==> config.mk <==
export PLATFORM = sky130hd
export DESIGN_NAME = crc_fsk_link_ctrl
export DESIGN_NICKNAME = d
export VERILOG_FILES = /design/src/rtl/crc_fsk_pkg.sv /design/src/rtl/crc_link_stats.sv /design/src/rtl/crc_fsk_link_ctrl.sv
export SDC_FILE = /design/constraint.sdc
export NUM_CORES = 1
export LEC_CHECK = 0
export CAP_MARGIN = 20
export CORE_ASPECT_RATIO = 0.6
export CORE_MARGIN = 2
export CORE_UTILIZATION = 40
export CTS_CLUSTER_SIZE = 24
export DETAILED_ROUTE_END_ITERATION = 8
export GPL_TIMING_DRIVEN = 0
export PLACE_DENSITY = 0.79
export SLEW_MARGIN = 25
export SYNTH_ARGS = -nofsm -noshare
export SYNTH_HDL_FRONTEND = slang
export SYNTH_HIERARCHICAL = 1
export SYNTH_SLANG_ARGS = --single-unit
==> constraint.sdc <==
create_clock -name sys_clk -period 1.5 [get_ports sys_clk]
set_input_delay 0.225 -clock sys_clk [delete_from_list [all_inputs] [get_ports sys_clk]]
set_output_delay 0.225 -clock sys_clk [all_outputs]
set_load 0.02 [all_outputs]
==> src/rtl/crc_fsk_pkg.sv <==
// Shared types and constants for the CRC-8/2FSK link controller.
// Holds the FSM state enum and the default frame/latency sizing.
package crc_fsk_pkg;

  localparam int CODEWORD_W    = 16;
  localparam int SYM_IDX_W     = 4;
  localparam int DATA_W_DEF    = 8;
  localparam int RX_LAT_DEF    = 8;
  localparam int MAX_RETRY_DEF = 3;
  localparam int RETRY_W_DEF   = 2;
  localparam int STAT_W        = 16;

  typedef enum logic [2:0] {
    IDLE,
    ALIGN,
    SEND,
    SETTLE,
    CHECK,
    DELIVER
  } link_state_e;

endpackage

==> src/rtl/crc_link_stats.sv <==
// Saturating delivery/retry counters for the link controller.
// Present only in builds with CRC_LINK_STATS_EN defined.
module crc_link_stats
  import crc_fsk_pkg::*;
(
  input  logic              sys_clk,
  input  logic              reset,
  input  logic              ok_inc,
  input  logic              fail_inc,
  input  logic              retry_inc,
  output logic [STAT_W-1:0] stat_ok,
  output logic [STAT_W-1:0] stat_fail,
  output logic [STAT_W-1:0] stat_retry
);

  always_ff @(posedge sys_clk) begin
    if (reset) begin
      stat_ok    <= '0;
      stat_fail  <= '0;
      stat_retry <= '0;
    end else begin
      if (ok_inc && stat_ok != '1)
        stat_ok <= stat_ok + 1'b1;
      if (fail_inc && stat_fail != '1)
        stat_fail <= stat_fail + 1'b1;
      if (retry_inc && stat_retry != '1)
        stat_retry <= stat_retry + 1'b1;
    end
  end

endmodule

==> src/rtl/crc_fsk_link_ctrl.sv <==
// Frame controller for the CRC-8/2FSK loopback link with CRC retry.
// Define CRC_LINK_STATS_EN to add the stat_ok/stat_fail/stat_retry outputs.
module crc_fsk_link_ctrl
  import crc_fsk_pkg::*;
#(
  parameter int DATA_W        = DATA_W_DEF,
  parameter int SYM_PER_FRAME = CODEWORD_W,
  parameter int RX_LAT        = RX_LAT_DEF,
  parameter int MAX_RETRY     = MAX_RETRY_DEF,
  parameter int RETRY_W       = RETRY_W_DEF
) (
  input  logic                 sys_clk,
  input  logic                 reset,
  input  logic                 tx_valid,
  input  logic [DATA_W-1:0]    tx_data,
  output logic                 tx_ready,
  input  logic                 sym_tick,
  input  logic [SYM_IDX_W-1:0] sign_cnt,
  output logic [DATA_W-1:0]    link_data,
  output logic                 link_active,
  input  logic [DATA_W-1:0]    rx_data,
  input  logic                 rx_crc_ok,
  output logic                 out_valid,
  output logic [DATA_W-1:0]    out_data,
  output logic                 out_err,
  output logic [RETRY_W-1:0]   out_retries,
  input  logic                 out_ready
`ifdef CRC_LINK_STATS_EN
  ,
  output logic [STAT_W-1:0]    stat_ok,
  output logic [STAT_W-1:0]    stat_fail,
  output logic [STAT_W-1:0]    stat_retry
`endif
);

  localparam int SYM_W = $clog2(SYM_PER_FRAME);
  localparam int LAT_W = $clog2(RX_LAT + 1);
  localparam logic [SYM_W-1:0]   SYM_LAST  = SYM_W'(SYM_PER_FRAME - 1);
  localparam logic [LAT_W-1:0]   LAT_LAST  = LAT_W'(RX_LAT - 1);
  localparam logic [RETRY_W-1:0] RETRY_MAX = RETRY_W'(MAX_RETRY);

  link_state_e        state;
  logic [SYM_W-1:0]   sym_cnt;
  logic [LAT_W-1:0]   lat_cnt;
  logic [RETRY_W-1:0] retry_cnt;
  logic               last_try;

  assign last_try = (retry_cnt == RETRY_MAX);

  always_ff @(posedge sys_clk) begin
    if (reset) begin
      state       <= IDLE;
      tx_ready    <= 1'b0;
      link_data   <= '0;
      link_active <= 1'b0;
      out_valid   <= 1'b0;
      out_data    <= '0;
      out_err     <= 1'b0;
      out_retries <= '0;
      sym_cnt     <= '0;
      lat_cnt     <= '0;
      retry_cnt   <= '0;
    end else begin
      unique case (state)
        IDLE: begin
          tx_ready <= 1'b1;
          if (tx_valid && tx_ready) begin
            link_data   <= tx_data;
            retry_cnt   <= '0;
            link_active <= 1'b1;
            tx_ready    <= 1'b0;
            state       <= ALIGN;
          end
        end
        ALIGN: begin
          // frames always start on the codeword bit-0 boundary
          if (sym_tick && sign_cnt == '0) begin
            sym_cnt <= '0;
            state   <= SEND;
          end
        end
        SEND: begin
          if (sym_tick) begin
            if (sym_cnt == SYM_LAST) begin
              lat_cnt <= '0;
              state   <= SETTLE;
            end else begin
              sym_cnt <= sym_cnt + 1'b1;
            end
          end
        end
        SETTLE: begin
          if (lat_cnt == LAT_LAST)
            state <= CHECK;
          else
            lat_cnt <= lat_cnt + 1'b1;
        end
        CHECK: begin
          if (rx_crc_ok || last_try) begin
            out_data    <= rx_data;
            out_err     <= !rx_crc_ok;
            out_retries <= retry_cnt;
            out_valid   <= 1'b1;
            link_active <= 1'b0;
            state       <= DELIVER;
          end else begin
            retry_cnt <= retry_cnt + 1'b1;
            state     <= ALIGN;
          end
        end
        DELIVER: begin
          if (out_ready) begin
            out_valid <= 1'b0;
            tx_ready  <= 1'b1;
            state     <= IDLE;
          end
        end
        default: state <= IDLE;
      endcase
    end
  end

`ifdef CRC_LINK_STATS_EN
  logic in_check;

  assign in_check = (state == CHECK);

  crc_link_stats u_stats (
    .sys_clk    (sys_clk),
    .reset      (reset),
    .ok_inc     (in_check && rx_crc_ok),
    .fail_inc   (in_check && !rx_crc_ok && last_try),
    .retry_inc  (in_check && !rx_crc_ok && !last_try),
    .stat_ok    (stat_ok),
    .stat_fail  (stat_fail),
    .stat_retry (stat_retry)
  );
`endif

endmodule

==> results.md, run 1 <==
- Combinational power share: 0.229
- DP HPWL: approximately 2.8 mm
- DR top layer: met4
- Rel. slew slack: 0.632
- Worst path required time: roughly 1.3 ns
- Die width: 85.9 um
- RSZ-0062 raised after global routing: no
- Pre-antenna DRT Iters: 6
- Max Slew Vio Count: 0
- Dpl ws: -0.210 ns
- ANT nets after route: 0
- Antenna Cells: 0
- Final Hold Viols: 0
- Die Ht: 53.1 um
- Buf+Inv Stages, Crit Path: 1
- Clk_lat worst skew: 0.29 ns
- CTS tree: yes
- Synthesized flop and latch total: 35
- Outcome: finished with violations
- Setup CP Type: reg -> out
- Finished Layout Cells: approximately 290
- Post-Syn Area: 1610 um^2
- Post-synthesis cell type count: 46
- Nets: 270
- Core Area: roughly 3800 um^2
- GRT Total Usage: 0.177
- Clock skew: ~0.0019 ns
- Minimum hold slack: 0.414 ns
- Total power: 2.22 mW
- Endpoints failing setup: 0
- Die area: 4560 um^2
- Clk network pwr share: 0.309
- Peak supply drop: about 0.53 mV
- First-pass GRT wire length: 6.07 mm
- WL met2: 1.54 mm
- Mean post-synth cell area: 8.69 um^2
- Min-delay worst type: in -> reg
- Synthesized netlist cell count: 185
- Top FF cell, synth: dfxtp_1
- Global route overflow: 0
- Syn. warnings: 6
- Vias in the first global route: 1293
- Via count: 1471
- Switch share: 0.278
- Max Cap Violations: 0
- Max incr delay on CP: between 0.6 and 0.7 ns
- Post-Place Cells: 278
- Worst setup margin: 0.0372 ns
- P_leak: between 0.8 and 0.9 nW
- Largest net degree at the start of global routing: 11
- Area leader, netlist: dfxtp_1
- CP top delay family: buffers and inverters
- Number of synthesized flops with an enable pin: 0
- Clock sink count: 35
- Async set-or-reset flop fraction in the synthesized netlist: 0
- Critical path, cell by cell: clkdlybuf4s50_1
- Hold_buf cts: 0
- Routed length per instance: between 10 and 15 um
- Drt drc: 4
- # H-tree levels: 2
- Clk buf depth: 2
- Met1 WL: 1.88 mm
- Top area cells in the synthesized netlist: dfxtp_1, nand2_1, a21oi_1
- Layout Area Growth over Synthesis: 42.7%
- Post-synth top area share: 0.436
- Total internal power: 1.61 mW
- Drt via density: around 5.1
- CP endpoint kind: output port
- Worst Setup Start Kind: register
- Cts bufs inserted: 5
- Minimum clock period: roughly 1.5 ns
- Slowest cell on the critical path: clkdlybuf4s50_1
- CP arrival: 1.24 ns
- Post-synthesis sequential area ratio: 0.436
- Routed wire length: 3.85 mm
- Initial DRC Count: 84
- Port-buffer cells: 46
- GP Congestion: roughly 0.80
- Power per cell area: 969 nW/um^2
- Cell row count: 17
- Actual slew at the worst max-slew pin: 0.552 ns
- NetSw: 0.617 mW
- Share of cells above drive strength 1: 0.154
- Initial Utilization: 0.427
- Clk Tree Root Cell: clkbuf_8
- Met3 WL: between 300 and 400 um
- Fmax: slightly below 0.7 GHz
- Tcrit/Tclk final: 0.975
- Initial antenna violation count: 0
- Area after DPL: 2130 um^2
- Sequential Power Share: 0.463
- Fillcell total: 343
- Worst-path fanout max: 2
- Synth Net Count: 214
- Final Cell Area: 2290 um^2
- Failing checks: design-rule violations
- Clock-pin slew on the worst setup and hold paths: 0.07 ns
- Number of top-level pins: 48
[path summary, 6_finish.rpt]
check	start	endpoint	slack [ns]	cells after the start
min reg2reg	out_data[4]	out_data[4]	0.45	2
max	link_data[2]	link_data[2]	0.04	1
max reg2reg	state[1]	retry_cnt[0]	0.07	5
min	reset	lat_cnt[2]	0.41	2
[layout by cell type, fill, tap and decap left out, types with 4 or more instances in the layout]
master / count
nand2_1: 41
clkdlybuf4s50_1: 40
dfxtp_1: 31
a21oi_1: 26
nor2_1: 7
clkbuf_8: 6
nand3_1: 5
dlymetal6s2s_1: 5
buf_4: 4
o21ai_0: 4
[routing by layer]
layer  global-route usage  vias to the layer above
met5                    0                        -
met4               0.0476                        0
met3               0.0764                        4
met2                0.253                       49
met1                0.242                      662
li1                     -                      756
[repair_timing]
action / in CTS / in global routing
gates resized for setup: 1 / 19
setup buffers: 0 / 3
setup endpoints to repair: 1 / 33
pin swaps: 0 / 2
[cells in the mapped netlist (2+ instances only)]
library cell   n
buf_2          3
nand2b_1       3
and2b_1        2
buf_6          3
inv_1          2
clkbuf_1       3
a31oi_1        3
a22oi_2        2
mux2i_1        2
nor3_1         4
nand3_1        6
a211oi_1       2
a21oi_1       26
nor2_1         8
nand2_1       41
nor3b_2        2
o21ai_0        5
dfxtp_1       35
a311oi_1       2
nand3_2        2
xor2_1         2
ha_1           3
[state kept, by name (all words and copies together), names as in the netlist]
| name | flops |
|---|---|
| link_data | 8 |
| out_data | 8 |
| lat_cnt | 4 |
| sym_cnt | 4 |
| state | 3 |
| out_retries | 2 |
| retry_cnt | 2 |
| link_active | 1 |
| out_err | 1 |
| out_valid | 1 |
| tx_ready | 1 |
[power groups by stage]
stage,registers (mW),logic [mW],clock network (mW)
after floorplan,1.07,0.276,0
after global placement,1.04,0.487,0
after detailed placement,1.04,0.493,0
after CTS,1.02,0.490,0.702
after global routing,1.04,0.550,0.749
final,1.03,0.508,0.686
[stage by stage]
| stage | setup TNS, ns | util |
|---|---|---|
| 6_report | 0 | 0.610 |
| 5_1_grt | 0 | 0.610 |
| 4_1_cts | 0 | 0.588 |
| 3_5_place_dp | -3.29 | 0.565 |
| 3_3_place_gp | -2.86 | 0.565 |
| 2_1_floorplan | 0 | - |
[cell families after synthesis]
family	synth area share
AOI/OAI and AO/OA	0.180
muxes	0.0195
xor gates and xnor gates	0.0163
and+or+nand+nor	0.276
DFF	0.436
buffers and inverters	0.0490
adders and majority gates	0.0233
[layout make-up]
class / instances / area [um^2] / area share
multi-input combinational: 137 / 865 / 0.377
sequential: 35 / 708 / 0.309
timing repair buffer: 49 / 494 / 0.215
clock buffer: 6 / 82.6 / 0.0360
buffer: 11 / 73.8 / 0.0322
tap: 47 / 58.8 / 0.0256
inverter: 2 / 7.51 / 0.00327
clock inverter: 1 / 5.00 / 0.00218
Note: power is estimated with default switching activity, not from simulation.
==> run 2, diff against run 1 <==
- MAX_ROUTING_LAYER: not set -> met4
==> run 2 against run 1 <==
The flow still finishes with violations (design-rule violations). Non-clock buffer count unchanged. Hold slack about the same. Critical path depth unchanged.
==> results.md, run 2 (synthesis gave the netlist of run 1 again) <==
- CTS tree: yes
- Drt via density: 5.11 (unchanged)
- Pre-antenna DRT Iters: 6 (unchanged)
- Clk Tree Root Cell: clkbuf_8
- Reg area: 708 um^2 (unchanged)
- Clk buf depth: 2 (unchanged)
- RSZ-0062 raised after global routing: no
- Cts bufs inserted: 5 (unchanged)
- Peak supply drop: 0.531 mV (+0.12%)
- Max incr delay on CP: 0.62 ns (about the same)
- GRT Total Usage: 0.182 (+0.00479)
- Global route overflow: 0 (unchanged)
- Routed wire length: 3.85 mm (unchanged)
- Tcrit/Tclk final: 0.975 (about the same)
- Clock sink count: 35 (unchanged)
- Fmax: 0.684 GHz (about the same)
- Fin util: 0.610 (unchanged)
- CP top delay family: buffers and inverters
- # H-tree levels: 2 (unchanged)
- Actual slew at the worst max-slew pin: 0.552 ns (unchanged)
- GP Congestion: 0.808 (+1.4%)
- Commonest non-fill, non-tap cells in the layout: nand2_1, clkdlybuf4s50_1, dfxtp_1
- CP arrival: 1.24 ns (about the same)
- Nets: 270 (unchanged)
- Setup slack, reg-to-reg: 0.07 ns (about the same)
- Setup_tns: 0 ns (unchanged)
- Worst-path fanout max: 2 (unchanged)
- Outcome: finished with violations
- Clk_lat worst skew: 0.29 ns (about the same)
- Die area: 4560 um^2 (unchanged)
- Top Registers: link_data: 8 flops, out_data: 8 flops
- Power per cell area: 969 nW/um^2 (about the same)
- Vias in the first global route: 1295 (+0.15%)
- Endpoints failing setup: 0 (unchanged)
- Worst Setup Start Kind: register
- Layout Area Growth over Synthesis: 42.7% (unchanged)
- Multi-input logic area: 865 um^2 (unchanged)
- Failing checks: design-rule violations
- Die Ht: 53.1 um (unchanged)
- Final Cell Area: 2290 um^2 (unchanged)
- Number of top-level pins: 48 (unchanged)
- Port-buffer cells: 46 (unchanged)
- CP Capture Point: link_data[2]
- Max Cap Violations: 0 (unchanged)
- Routed length per instance: 13.4 um (unchanged)
- Minimum clock period: 1.46 ns (-0.0000313 ns)
- Initial antenna violation count: 0 (unchanged)
- Area after DPL: 2130 um^2 (unchanged)
- Cell row count: 17 (unchanged)
- Worst path required time: 1.27 ns (about the same)
- Slowest cell on the critical path: clkdlybuf4s50_1
- Critical path, cell by cell: clkdlybuf4s50_1
- Die width: 85.9 um (unchanged)
- First-pass GRT wire length: 6.07 mm (unchanged)
- Antenna Cells: 0 (unchanged)
- Critical path depth: 1 (unchanged)
- Fillcell total: 343 (unchanged)
- Final Hold Viols: 0 (unchanged)
- Rel. slew slack: 0.632 (unchanged)
- CP endpoint kind: output port
- R2R Path Start: state[1]
- Share of cells above drive strength 1: 0.154 (unchanged)
- Clock skew: 0.00176 ns (-0.000101 ns)
- P_leak: 0.882 nW (unchanged)
- Initial Utilization: 0.427 (unchanged)
- Worst setup margin: 0.0372 ns (+0.0000313 ns)
- Max Slew Vio Count: 0 (unchanged)
- ANT nets after route: 0 (unchanged)
- Clock-pin slew on the worst setup and hold paths: 0.07 ns (about the same)
- DP HPWL: 2.79 mm (unchanged)
- Via count: 1471 (unchanged)
- R2R cell count: 5 (unchanged)
- Drt drc: 4 (unchanged)
- Buf+Inv Stages, Crit Path: 1 (unchanged)
- Setup CP Type: reg -> out
- Critical Path Source: link_data[2]
- Dpl ws: -0.210 ns (unchanged)
- Core Area: 3760 um^2 (unchanged)
- Worst R2R End: retry_cnt[0]
- Initial DRC Count: 84 (unchanged)
- Most common cell after layout, fill and taps aside: nand2_1
- Largest net degree at the start of global routing: 11 (unchanged)
- Min-delay worst type: in -> reg
run 2: cell counts in the layout (fill, tap and decap cells not counted):
Identical to the previous run, type by type.
run 2: layer usage:
metal,vias to the layer above,global-route usage,part of all wire
met5,-,-,0
met1,662,0.246,0.50
met3,4,0.0702,0.092
li1,756,-,-
met4,0,0.0476,0.011
met2,49,0.253,0.40
run 2: layout make-up:
class | instances | share of cell area
buffer | 11 | 0.0322
inverter | 2 | 0.00327
timing repair buffer | 49 | 0.215
clock inverter | 1 | 0.00218
tap | 47 | 0.0256
clock buffer | 6 | 0.0360
sequential | 35 | 0.309
multi-input combinational | 137 | 0.377
run 2: timing repair:
item,CTS,global route
buffers inserted,0,3
pin swaps,0,2
hold buffers,0,0
endpoints found under the setup margin,1,33
gates resized for setup,1,19
run 2: how the worst min path moves through the flow:
| stage | from | end | slack [ns] | depth (start not counted) |
|---|---|---|---|---|
| floorplan | rx_crc_ok | out_err | 0.32 | 1 |
| global placement | out_data[1] | out_data[1] | 0.44 | 2 |
| detailed placement | out_data[2] | out_data[2] | 0.45 | 2 |
| CTS | reset | sym_cnt[3] | 0.42 | 2 |
| global route | out_data[2] | out_data[2] | 0.47 | 2 |
| finish | reset | lat_cnt[2] | 0.41 | 2 |
run 2: metrics by stage:
step                      power [mW]  hold WS, ns  cells
after floorplan                 1.35        0.322    185
after global placement          1.52        0.441    278
after detailed placement        1.53        0.449    278
after CTS                       2.21        0.422    285
after global routing            2.33        0.474    288
final                           2.22        0.414    288
run 2: report_power, final:
part / leakage (nW) / switching (mW) / internal [mW]
clock: 0.0470 / 0.326 / 0.360
sequential: 0.285 / 0.0473 / 0.982
combinational: 0.549 / 0.244 / 0.265
==> run 3, diff against run 2 <==
- CTS_CLUSTER_DIAMETER: not set -> 60
==> results of run 3 <==
Final layout, timing and power as in run 2 (identical DEF).
